==> config.mk <==
export PLATFORM = sky130hd
export DESIGN_NAME = cycle_sequencer
export DESIGN_NICKNAME = d
export VERILOG_FILES = /design/src/rtl/cycle_sequencer.sv
export SDC_FILE = /design/constraint.sdc
export NUM_CORES = 1
export LEC_CHECK = 0
export ABC_AREA = 1
export CORE_MARGIN = 2
export CORE_UTILIZATION = 40
export CTS_BUF_LIST = sky130_fd_sc_hd__clkbuf_4 sky130_fd_sc_hd__clkbuf_8 sky130_fd_sc_hd__clkbuf_16
export CTS_CLUSTER_DIAMETER = 60
export DETAILED_ROUTE_END_ITERATION = 16
export MAX_ROUTING_LAYER = met4
export PLACE_DENSITY_LB_ADDON = 0.08
export SYNTH_ARGS = -nofsm -noshare
export SYNTH_HDL_FRONTEND = slang
export SYNTH_SLANG_ARGS = --single-unit
==> constraint.sdc <==
create_clock -name in_clk -period 4.26 [get_ports in_clk]
set_input_delay 0.639 -clock in_clk [delete_from_list [all_inputs] [get_ports in_clk]]
set_output_delay 0.639 -clock in_clk [all_outputs]
set_load 0.05 [all_outputs]
==> src/rtl/cycle_sequencer.sv <==
// cycle_sequencer
// Frame/phase sequencer for the switch core. Counts 0..P-1 with a run-time
// programmable period P, and produces a one-hot phase strobe, a wrap pulse
// on the last phase of each frame, and a completed-frame counter.
// Supports free-run and single-frame modes, pause, and stop-at-frame-end.
// All activity is gated by switch init completion.
//
// Ports:
//   in_clk         clock (rising edge)
//   in_rst         synchronous active-low reset
//   in_init_done   low forces idle (active period and shadow are kept)
//   in_start       one-cycle start request (ignored while busy)
//   in_stop        stop request, honoured at the next frame end
//   in_hold        pause; freezes the counter while high
//   in_single      1 = single-frame, 0 = free-run; sampled on start
//   in_cfg_period  requested period
//   in_cfg_load    captures a clamped in_cfg_period into the shadow register
//   out_cycle_cnt  current phase index
//   out_phase      one-hot of out_cycle_cnt; all zero when idle
//   out_wrap       high in the last phase of a frame while running
//   out_frame_cnt  completed-frame count (wraps)
//   out_busy       high in RUN or HOLD
//   out_period     active period P
module cycle_sequencer #(
  parameter int MAX_PERIOD     = 8,
  parameter int CNT_W          = 3,
  parameter int DEFAULT_PERIOD = 3,
  parameter int FRAME_W        = 8
) (
  input  logic                  in_clk,
  input  logic                  in_rst,
  input  logic                  in_init_done,
  input  logic                  in_start,
  input  logic                  in_stop,
  input  logic                  in_hold,
  input  logic                  in_single,
  input  logic [CNT_W:0]        in_cfg_period,
  input  logic                  in_cfg_load,
  output logic [CNT_W-1:0]      out_cycle_cnt,
  output logic [MAX_PERIOD-1:0] out_phase,
  output logic                  out_wrap,
  output logic [FRAME_W-1:0]    out_frame_cnt,
  output logic                  out_busy,
  output logic [CNT_W:0]        out_period
);

  localparam logic [1:0] S_IDLE = 2'd0;
  localparam logic [1:0] S_RUN  = 2'd1;
  localparam logic [1:0] S_HOLD = 2'd2;

  localparam logic [CNT_W:0] DEF_P = (CNT_W+1)'(DEFAULT_PERIOD);
  localparam logic [CNT_W:0] MAX_P = (CNT_W+1)'(MAX_PERIOD);
  localparam logic [CNT_W:0] ONE_P = (CNT_W+1)'(1);

  logic [1:0]         state;
  logic [CNT_W-1:0]   cnt;
  logic [FRAME_W-1:0] frame_cnt;
  logic [CNT_W:0]     period;
  logic [CNT_W:0]     shadow;
  logic               stop_pend;
  logic               mode_single;
  logic               last_phase;

  // A zero period would never wrap, so it is promoted to 1; oversized
  // requests saturate at the largest supported period.
  function automatic logic [CNT_W:0] clamp_period(input logic [CNT_W:0] req);
    if (req == '0)
      return ONE_P;
    else if (req > MAX_P)
      return MAX_P;
    else
      return req;
  endfunction

  assign last_phase = ({1'b0, cnt} == (period - ONE_P));

  always_ff @(posedge in_clk) begin
    if (!in_rst) begin
      state       <= S_IDLE;
      cnt         <= '0;
      frame_cnt   <= '0;
      period      <= DEF_P;
      shadow      <= DEF_P;
      stop_pend   <= 1'b0;
      mode_single <= 1'b0;
    end else if (!in_init_done) begin
      // Init not complete: park idle but keep the programmed periods.
      state       <= S_IDLE;
      cnt         <= '0;
      frame_cnt   <= '0;
      stop_pend   <= 1'b0;
      mode_single <= 1'b0;
    end else begin
      if (in_cfg_load)
        shadow <= clamp_period(in_cfg_period);

      case (state)
        S_IDLE: begin
          // A stop arriving with (or without) a start is ignored here.
          if (in_start) begin
            state       <= S_RUN;
            mode_single <= in_single;
            cnt         <= '0;
            period      <= shadow;
            stop_pend   <= 1'b0;
          end
        end
        S_RUN: begin
          if (in_hold) begin
            // Hold wins over a frame end; the wrap is deferred.
            state <= S_HOLD;
            if (in_stop)
              stop_pend <= 1'b1;
          end else if (last_phase) begin
            cnt       <= '0;
            frame_cnt <= frame_cnt + FRAME_W'(1);
            period    <= shadow;
            // A stop on the frame-end edge itself still ends the run here.
            if (stop_pend || in_stop || mode_single) begin
              state     <= S_IDLE;
              stop_pend <= 1'b0;
            end
          end else begin
            cnt <= cnt + CNT_W'(1);
            if (in_stop)
              stop_pend <= 1'b1;
          end
        end
        S_HOLD: begin
          if (in_stop)
            stop_pend <= 1'b1;
          // The release edge only returns to RUN; counting resumes after it.
          if (!in_hold)
            state <= S_RUN;
        end
        default: state <= S_IDLE;
      endcase
    end
  end

  assign out_busy      = (state == S_RUN) || (state == S_HOLD);
  assign out_wrap      = (state == S_RUN) && last_phase;
  assign out_cycle_cnt = cnt;
  assign out_frame_cnt = frame_cnt;
  assign out_period    = period;
  assign out_phase     = out_busy ? (MAX_PERIOD'(1) << cnt) : '0;

endmodule
==> qor.txt <==
CTS Buffer Depth = 2
Layout cell share with drive strength beyond 1 = 0.05882
Initial antenna violation count = 0
Die H = 62.90 um
Critical Path Fanout Max = 4
Number of global-route vias before repair = 1252
Final hold slack = 475.4 ps
Worst reg2reg path startpoint = out_period[0]
Clk pwr share = 0.257
DR WL/cell = 10.91 um
Cell Area, Synth = 0.001388 sq mm
Placed instance area = 0.001802 sq mm
Post-route setup slack = 1135 ps
CP endpoint kind = output port
Highest Clock Rate = 320.0 MHz
Worst Tran Pin Value = 513.6 ps
Cell variety after synth = 26
Critical path startpoint category = flip-flop
Internal power = 0.2965 mW
ANT nets after route = 0
CTS tree = yes
Site row count = 21
Critical path class = flip-flop to output port
Worst-case reg-to-reg path depth = 9
Unrepaired setup endpoints after global routing = no
Worst hold path endpoint = mode_single
WL final = 3.098 mm
Largest net degree at the start of global routing = 13
Later-pin clock latency in the skew report = 310 ps
Hold Path Class = flip-flop to flip-flop
HP Start = mode_single
Tot Pwr = 0.4197 mW
Cells after synthesis = 199
Hold Vio Cnt, Final = 0
Sequential power share = 0.538
Fin. max-slew vios = 0
Post-route cell area = 0.001832 sq mm
Leakage = 0.7746 nW
Remaining DRCs = 0
Post-Syn Area per Cell = 6.973 sq um
Fin crit period = 3125 ps
# diodes = 0
Data arrival, critical path = 2490 ps
Chip Width = 62.90 um
Setup violations, final = 0
Postcts setup bufs = 0
Reg2reg setup slack = 2480 ps
Boundary Pins = 37
Routed vias = 1314
First-pass GRT wire length = 5.485 mm
Cell Pwr Density = 229.1 mW/mm^2
Fin cells = 284
Tot GR Track Use = 0.1731
Commonest non-fill, non-tap cells in the layout = 52 x nand2_1, 36 x clkdlybuf4s50_1, 26 x inv_1
Total negative slack = 0 ps
Post-synthesis sequential area ratio = 0.3318
Final Skew = 5.100 ps
P_sw = 0.1232 mW
DP HPWL = 2.431 mm
Status = finished, final reports clean
Clk slew on worst S/H paths = 130 ps
Dpl ws = 1459 ps
Final Util = 0.5489
Die area = 0.003956 sq mm
Core area = 0.003337 sq mm
Placed insts = 280
H-tree depth = 1
Total congestion overflow = 0
Syn. warnings = 0
Total CTS buffers = 3
DRC marker count from the first detailed-route iteration = 54
GP Congestion = 0.8338
PortBufs = 36
NumNets Final = 263
Root Buffer = clkbuf_4
CTS Sinks = 23
Vias/cell = 4.627
P&R area growth vs syn = 32.01%
Max-slew headroom = 0.6565
DRT Pass-1 Iters = 4
Net Sw Frac = 0.2935
Hold depth = 2
Resize count post-CTS = 0
Final Cycle Share = 0.7337
Max_cap viols = 0
Power share of the combinational group = 0.205
Req. time, crit path = 3620 ps
Maximum ir drop on the vdd rail = 0.1598 mV
Synth Register Bits = 23
Initial Util = 0.4158
# hold bufs at CTS = 0
Post-Syn Nets = 223
Commonest non-fill, non-tap cell in the layout = nand2_1
Crit Reg-Reg Endpoint = stop_pend
[worst max-delay path by stage]
stage	from	to	slack [ps]	depth (start not counted)
after floorplan	out_period[0]	out_wrap	1410	6
after global placement	out_period[0]	out_wrap	1520	7
after global routing	out_period[0]	out_wrap	1000	7
after detailed placement	out_period[0]	out_wrap	1460	7
after CTS	out_period[0]	out_wrap	1090	7
final	out_period[0]	out_wrap	1130	7
[per-layer routing]
layer / vias up / global-route usage / wire length (um)
met5: - / - / 0
met4: 0 / 0.05000 / 38
met3: 4 / 0.01982 / 117
met2: 32 / 0.3059 / 1468
met1: 573 / 0.2058 / 1473
li1: 705 / - / -
[final cells by class]
type,count,area (sq um)
Fill cell,353,1505
Tap cell,46,57.56
Timing Repair Buffer,36,360.3
Clock buffer,4,30.03
Multi-Input combinational cell,146,813.3
Inverter,29,110.1
Sequential cell,23,460.4
[registers in the layout, summed over array words and instances, names as in the netlist]
register       flops
state              2
stop_pend          1
out_cycle_cnt      3
shadow             4
mode_single        1
out_period         4
out_frame_cnt      8
[power groups by stage]
stage          Clock (mW)  Combinational, mW  Sequential [mW]
3_3_place_gp            0             0.0862            0.230
2_1_floorplan           0             0.0507            0.237
4_1_cts             0.113             0.0872            0.226
5_1_grt             0.121             0.0955            0.227
3_5_place_dp            0             0.0869            0.231
6_report            0.108             0.0859            0.226
[worst max-delay path, cell delays in order, from the launching register on]
cell and delay (ps):
dfxtp_1 400, inv_1 90, ha_1 310, xnor2_1 170, nor2_4 150, nand3_2 120, nor2_1 130, clkdlybuf4s50_1 810
[kinds of logic after synthesis]
family	synth area share
AO/OA/AOI/OAI	0.08837
XOR/XNOR	0.05681
adder cells (fa/ha/maj)	0.1082
buffers and inverters	0.08204
flip-flops	0.3318
AND/OR/NAND/NOR	0.3327
[cell usage after synthesis, drive strengths merged]
library cell,n,share of area
ha,12,0.11
xnor2,6,0.038
xor2,3,0.019
clkinv,2,0.0063
o21ai,5,0.018
a22oi,1,0.0054
nor3b,1,0.0054
nand4,4,0.029
inv,27,0.073
nor2,25,0.080
a21oi,18,0.065
nand2,55,0.15
nor3,2,0.0072
nand3b,1,0.0054
clkbuf,1,0.0027
nand3,12,0.047
dfxtp,23,0.33
or2,1,0.0045
Note: power is estimated with default switching activity, not from simulation.
